===== config.mk =====
export PLATFORM = sky130hd
export DESIGN_NAME = ca_prng_gen_flat
export DESIGN_NICKNAME = d
export VERILOG_FILES = /design/src/rtl/ca_prng_gen_if.sv /design/src/rtl/ca_prng_gen.sv /design/src/flat_wrapper.sv
export SDC_FILE = /design/constraint.sdc
export NUM_CORES = 1
export LEC_CHECK = 0
export BUFFER_PORTS_ARGS = -buffer_cell sky130_fd_sc_hd__buf_2
export CORE_ASPECT_RATIO = 1.2
export CORE_MARGIN = 5
export CORE_UTILIZATION = 50
export DETAILED_ROUTE_END_ITERATION = 6
export GPL_TIMING_DRIVEN = 0
export PLACE_DENSITY = 0.85
export SKIP_CTS_REPAIR_TIMING = 1
export SLEW_MARGIN = 15
export SYNTH_ARGS = -nofsm -noshare
export SYNTH_HDL_FRONTEND = slang
export SYNTH_SLANG_ARGS = --single-unit

===== constraint.sdc =====
create_clock -name clk -period 5.5 [get_ports clk]
set_input_delay 0.825 -clock clk [delete_from_list [all_inputs] [get_ports clk]]
set_output_delay 0.825 -clock clk [all_outputs]
set_load 0.03 [all_outputs]

===== src/rtl/ca_prng_gen_if.sv =====
// ============================================================================
//  Module   : ca_prng_gen_if
//  Purpose  : Output word handshake bundle of the CA pseudo-random generator.
//             The generator drives the master side; the consumer (operand
//             feeder of the multiplier under test) uses the slave side.
//  Signals  : out_valid  master->slave  a new word is presented
//             out_ready  slave->master  consumer accepts the word this cycle
//             out_data   master->slave  generated word (WIDTH bits)
//  Revision : 1.0  initial release
// ============================================================================
`default_nettype none

interface ca_prng_gen_if #(
  parameter int WIDTH = 16
) ();

  logic             out_valid;
  logic             out_ready;
  logic [WIDTH-1:0] out_data;

  modport master (
    output out_valid,
    output out_data,
    input  out_ready
  );

  modport slave (
    input  out_valid,
    input  out_data,
    output out_ready
  );

endinterface

`default_nettype wire


===== src/rtl/ca_prng_gen.sv =====
// ============================================================================
//  Module   : ca_prng_gen
//  Purpose  : Hybrid rule-90/150 cellular-automaton word generator with null
//             boundaries, per-cell rule mask and loadable seed. A job FSM
//             advances the CA STRIDE steps per word and presents each word
//             over a valid/ready handshake.
//  Ports    : clk        rising-edge clock
//             rst        asynchronous active-low reset
//             seed_load  load seed into the CA (IDLE only)
//             seed       seed value (zero selects SEED_DEFAULT)
//             start      begin a job (IDLE only)
//             num_words  words per job, 0 = free-run until abort
//             abort      terminate the current job, no done pulse
//             out_if     master side of the word handshake
//             busy       FSM not in IDLE
//             done       one-cycle pulse on normal job completion
//             word_cnt   words accepted in the current or last job
//  Revision : 1.0  initial release
// ============================================================================
`default_nettype none

module ca_prng_gen #(
  parameter int               WIDTH        = 16,
  parameter logic [WIDTH-1:0] RULE150_MASK = 16'h5555,
  parameter logic [WIDTH-1:0] SEED_DEFAULT = 16'h0001,
  parameter int               STRIDE       = 1,
  parameter int               CNT_W        = 16
) (
  input  logic             clk,
  input  logic             rst,
  input  logic             seed_load,
  input  logic [WIDTH-1:0] seed,
  input  logic             start,
  input  logic [CNT_W-1:0] num_words,
  input  logic             abort,
  ca_prng_gen_if.master    out_if,
  output logic             busy,
  output logic             done,
  output logic [CNT_W-1:0] word_cnt
);

  // Stride counter counts down from STRIDE to 1; the advance taken while it
  // reads 1 is the last one for the current word.
  localparam int               SC_W      = $clog2(STRIDE + 1);
  localparam logic [SC_W-1:0]  STRIDE_LD = SC_W'(STRIDE);

  typedef enum logic [1:0] {
    S_IDLE    = 2'd0,
    S_STEP    = 2'd1,
    S_PRESENT = 2'd2,
    S_DONE    = 2'd3
  } state_t;

  state_t           state_q,     state_d;
  logic [WIDTH-1:0] ca_q,        ca_d;
  logic [WIDTH-1:0] out_data_q,  out_data_d;
  logic [CNT_W-1:0] word_cnt_q,  word_cnt_d;
  logic [CNT_W-1:0] num_words_q, num_words_d;
  logic [SC_W-1:0]  stride_q,    stride_d;

  logic [WIDTH-1:0] ca_next;
  logic [WIDTH+1:0] ca_pad;
  logic [WIDTH-1:0] seed_eff;

  // -------------------------------------------------------------------------
  // One CA step. Zero cells are padded on both ends (null boundaries), so
  // cell i sees its left neighbour at ca_pad[i] and its right at ca_pad[i+2].
  // -------------------------------------------------------------------------
  assign ca_pad = {1'b0, ca_q, 1'b0};

  for (genvar i = 0; i < WIDTH; i++) begin : g_cell
    if (RULE150_MASK[i]) begin : g_rule150
      assign ca_next[i] = ca_pad[i] ^ ca_pad[i+1] ^ ca_pad[i+2];
    end else begin : g_rule90
      assign ca_next[i] = ca_pad[i] ^ ca_pad[i+2];
    end
  end

  // An all-zero state is a fixed point of the CA, so it is never loaded.
  assign seed_eff = (seed == '0) ? SEED_DEFAULT : seed;

  // -------------------------------------------------------------------------
  // Next-state logic
  // -------------------------------------------------------------------------
  always_comb begin
    state_d     = state_q;
    ca_d        = ca_q;
    out_data_d  = out_data_q;
    word_cnt_d  = word_cnt_q;
    num_words_d = num_words_q;
    stride_d    = stride_q;

    case (state_q)
      S_IDLE: begin
        // Load and start may coincide: the job then runs from the new seed.
        if (seed_load) begin
          ca_d = seed_eff;
        end
        if (start) begin
          state_d     = S_STEP;
          num_words_d = num_words;
          word_cnt_d  = '0;
          stride_d    = STRIDE_LD;
        end
      end

      S_STEP: begin
        ca_d = ca_next;
        if (stride_q == SC_W'(1)) begin
          out_data_d = ca_next;
          state_d    = S_PRESENT;
        end else begin
          stride_d = stride_q - SC_W'(1);
        end
      end

      S_PRESENT: begin
        if (out_if.out_ready) begin
          word_cnt_d = word_cnt_q + CNT_W'(1);
          if ((num_words_q != '0) && (word_cnt_q + CNT_W'(1) == num_words_q)) begin
            state_d = S_DONE;
          end else begin
            state_d  = S_STEP;
            stride_d = STRIDE_LD;
          end
        end
      end

      S_DONE: begin
        state_d = S_IDLE;
      end

      default: begin
        state_d = S_IDLE;
      end
    endcase

    // Abort overrides the transition but keeps any word counted this cycle;
    // the CA and presented word are frozen rather than advanced.
    if (abort && (state_q != S_IDLE)) begin
      state_d    = S_IDLE;
      ca_d       = ca_q;
      out_data_d = out_data_q;
    end
  end

  // -------------------------------------------------------------------------
  // State registers
  // -------------------------------------------------------------------------
  always_ff @(posedge clk or negedge rst) begin
    if (!rst) begin
      state_q     <= S_IDLE;
      ca_q        <= SEED_DEFAULT;
      out_data_q  <= '0;
      word_cnt_q  <= '0;
      num_words_q <= '0;
      stride_q    <= STRIDE_LD;
    end else begin
      state_q     <= state_d;
      ca_q        <= ca_d;
      out_data_q  <= out_data_d;
      word_cnt_q  <= word_cnt_d;
      num_words_q <= num_words_d;
      stride_q    <= stride_d;
    end
  end

  // -------------------------------------------------------------------------
  // Outputs
  // -------------------------------------------------------------------------
  assign out_if.out_valid = (state_q == S_PRESENT);
  assign out_if.out_data  = out_data_q;
  assign busy             = (state_q != S_IDLE);
  assign done             = (state_q == S_DONE);
  assign word_cnt         = word_cnt_q;

endmodule

`default_nettype wire


===== src/flat_wrapper.sv =====
// flat-port wrapper written by rule: the top's interface ports become plain ports
module ca_prng_gen_flat 
#(
  parameter int               WIDTH        = 16,
  parameter logic [WIDTH-1:0] RULE150_MASK = 16'h5555,
  parameter logic [WIDTH-1:0] SEED_DEFAULT = 16'h0001,
  parameter int               STRIDE       = 1,
  parameter int               CNT_W        = 16
)
  (clk, rst, seed_load, seed, start, num_words, abort, busy, done, word_cnt, out_if_out_valid, out_if_out_data, out_if_out_ready);
  ca_prng_gen_if #(.WIDTH(WIDTH)) out_if_i ();
  input  logic clk;
  input  logic rst;
  input  logic seed_load;
  input  logic [WIDTH-1:0] seed;
  input  logic start;
  input  logic [CNT_W-1:0] num_words;
  input  logic abort;
  output logic busy;
  output logic done;
  output logic [CNT_W-1:0] word_cnt;
  output wire logic [$bits(out_if_i.out_valid)-1:0] out_if_out_valid;
  output wire logic [$bits(out_if_i.out_data)-1:0] out_if_out_data;
  input wire logic [$bits(out_if_i.out_ready)-1:0] out_if_out_ready;
  assign out_if_out_valid = out_if_i.out_valid;
  assign out_if_out_data = out_if_i.out_data;
  assign out_if_i.out_ready = out_if_out_ready;
  ca_prng_gen #(.WIDTH(WIDTH), .RULE150_MASK(RULE150_MASK), .SEED_DEFAULT(SEED_DEFAULT), .STRIDE(STRIDE), .CNT_W(CNT_W)) u_core (.clk(clk), .rst(rst), .seed_load(seed_load), .seed(seed), .start(start), .num_words(num_words), .abort(abort), .out_if(out_if_i), .busy(busy), .done(done), .word_cnt(word_cnt));
endmodule

==> run metrics <==
Lkg Pwr=between 1.5 and 2 nW; Post-Synthesis Cell Area=around 3600 um2; RePlAce Congestion=slightly above 0.9; DR vias/cell=about 5.8; # IOs=73; Chip Height=103 um; Reg2Reg Setup Slack=3070 ps; Crit Path Max Fanout=9; cts bufs inserted=9; final setup margin=between 3000 and 4000 ps; row cnt=34; Worst-path clk slew=approximately 80 ps; maxcap violations=0; Final Util=61.0%; Nets=a little over 500; crit share post-route=approximately 44%; final setup fails=0; DP HPWL=approximately 7000 um; DP Area=~4100 um2; final instance area=roughly 4400 um2; vias=around 3300; max-slew violation count=0; clock power share=a little over a quarter; vias in the first global route=between 3000 and 4000; min Tclk post-route=2430 ps; WL/cell=16.6 um; prevailing post-synth register cell=dfrtp_1; Pint=around 1.2 mW; setup TNS=0 ps; sequential share of power=between 30% and 40%; Die X=about 88 um; f_max=411 MHz; leading area contributor after synthesis=dfrtp_1; drt total wl=roughly 9300 um; Synth Register Bits=66; drt drc=0; Yosys top cell area share=45.0%; Post-synth top cells=dfrtp_1, o21ai_0, nor2_1; Peak VDD IR=0.252 mV; Comb pwr share=34.5%; skew final=around 12 ps; Ys Warns=0; FILL cells=around 590; outcome=finished clean; final cell count without fillers=564; power density over the cells=roughly 450 nW/um2; Core Area=around 7100 um2; Root Buffer=clkbuf_8; Distinct cells, synth=between 40 and 50; Syn-to-layout area delta=20.7%; Inst Count DP=around 550; CP Class=flop to flop; CP required=around 5800 ps; initial antenna violation count=0; Sw Share=a little under two fifths; Starting Density=between 50% and 60%; Crit. End Element=flop; CTS tree=done; min-delay worst type=input port to asynchronous set/reset pin; die area=9030 um2; relative slew slack=62.0%; pre-CTS setup slack=~2800 ps; GRT Total Usage=a little over a fifth; DRT iter0 DRCs=roughly 130; Sw Pwr=roughly 0.73 mW; cell count after synthesis=385; Syn Nets=~420; total grt overflow=0; antenna viol nets, final=0; number of flops mapped to enable cells by yosys=0; largest net degree at the start of global routing=42; IO Port Bufs=72; layout cells sized above 1=between 20% and 30%; Skew-Pair Late Insertion Delay=about 350 ps; most numerous cell in the Yosys netlist=dfrtp_1; total clock sinks=66; final hold vios=0; CP startpoint kind=flop; first-pass GRT wire length=approximately 15000 um; largest cells by area after synthesis=dfrtp_1, xnor2_1, o21ai_0; FFs w/ async S/R, synth=100%; post-synthesis sequential area ratio=45.7%; # diodes=0; RSZ-0062 raised after global routing=false; Initial DRT Pass Iterations=5; Worst Path Arrival=2680 ps; Worst Tran Pin Value=about 570 ps; H-Tree Depth=3; mean post-synth cell area=about 9.4 um2; clock tree buffer depth=2
-- final timing paths --
check | from | end | depth (start not counted)
worst min-delay path | rst | u_core.out_if.out_data[12]$_DFFE_PN0P_ | 1
worst min register to register | u_core.out_if.out_data[13]$_DFFE_PN0P_ | u_core.out_if.out_data[13]$_DFFE_PN0P_ | 2
worst max-delay path | u_core.word_cnt[0]$_DFFE_PN0P_ | u_core.state_q[1]$_DFFE_PN0P_ | 7
min in group clk | u_core.out_if.out_data[13]$_DFFE_PN0P_ | u_core.out_if.out_data[13]$_DFFE_PN0P_ | 2
worst max register to register | u_core.word_cnt[0]$_DFFE_PN0P_ | u_core.state_q[1]$_DFFE_PN0P_ | 7
max in group asynchronous | rst | u_core.ca_q[0]$_DFFE_PN1P_ | 2
-- placed cells by master (no fill, tap or decap), types with 4 or more instances in the layout --
| master | Yosys | layout |
|---|---|---|
| a31oi_1 | 4 | 4 |
| nand3_1 | 9 | 9 |
| clkbuf_8 | 0 | 11 |
| xor2_1 | 10 | 10 |
| o31ai_1 | 5 | 5 |
| dfrtp_1 | 65 | 65 |
| a22oi_1 | 6 | 6 |
| nand2_1 | 32 | 32 |
| a21oi_1 | 20 | 20 |
| mux2_2 | 17 | 17 |
| nand4_1 | 7 | 7 |
| o21ai_1 | 18 | 18 |
| buf_2 | 2 | 73 |
| xnor2_1 | 31 | 31 |
| and2_1 | 7 | 7 |
| nor2_1 | 38 | 38 |
| nor4_1 | 8 | 8 |
| o21ai_0 | 39 | 39 |
| clkbuf_1 | 13 | 14 |
| inv_1 | 6 | 6 |
| nor3_1 | 4 | 4 |
| nand2b_1 | 5 | 5 |
-- flip-flops by register name, indices dropped and copies added (netlist names) --
register / flops
u_core.num_words_q: 16
u_core.word_cnt: 16
u_core.state_q: 2
u_core.ca_q: 16
u_core.out_if.out_data: 16
-- per-stage QoR --
step / total power [mW] / hold WS (ps)
after floorplan: 1.25 / 466
after global placement: 1.40 / 456
after detailed placement: 1.44 / 466
after CTS: 1.96 / 369
after global routing: 2.07 / 384
final: 1.96 / 373
-- critical path: stages, from the launching register on --
cell and delay (ps):
dfrtp_1 540, ha_1 330, and3_1 240, nand3_1 160
xnor2_1 170, a2111oi_0 390, o2111ai_1 210, o31ai_1 290
-- power groups by stage --
stage | Clock (mW) | Sequential, mW | Combinational (mW)
2_1_floorplan | 0 | 0.856 | 0.389
3_3_place_gp | 0 | 0.758 | 0.646
3_5_place_dp | 0 | 0.770 | 0.670
4_1_cts | 0.525 | 0.761 | 0.678
5_1_grt | 0.547 | 0.781 | 0.740
6_report | 0.519 | 0.763 | 0.675
-- cell type report --
cell class                      count  area, um2  area share, %
Timing Repair Buffer               73        383           8.78
Clock buffer                       12        155           3.56
Buffer                             19       81.3           1.86
Clock inverter                      4       97.6           2.24
Tap cell                           90        113           2.58
Inverter                            6       22.5          0.516
Multi-Input combinational cell    294       1860           42.6
Sequential cell                    66       1650           37.9
-- per-layer routing --
layer / track usage, % / routed length [um] / share of wire, %
met5: 0 / 0 / 0
met4: 9.56 / 210 / 2.2
met3: 6.71 / 765 / 8.2
met2: 38.3 / 4780 / 51
met1: 24.5 / 3590 / 38
-- cells by family (layout without fill, tap and decap cells) --
group	after synthesis	after routing	share of synthesized area (%)
and+or+nand+nor	125	125	17.7
AOI/OAI and AO/OA	107	107	17.2
DFF	66	66	45.7
xor gates and xnor gates	41	41	9.94
buffers and inverters	25	114	2.87
muxes	20	20	6.13
adders and majority gates	1	1	0.346
(Power assumes the default switching activity.)
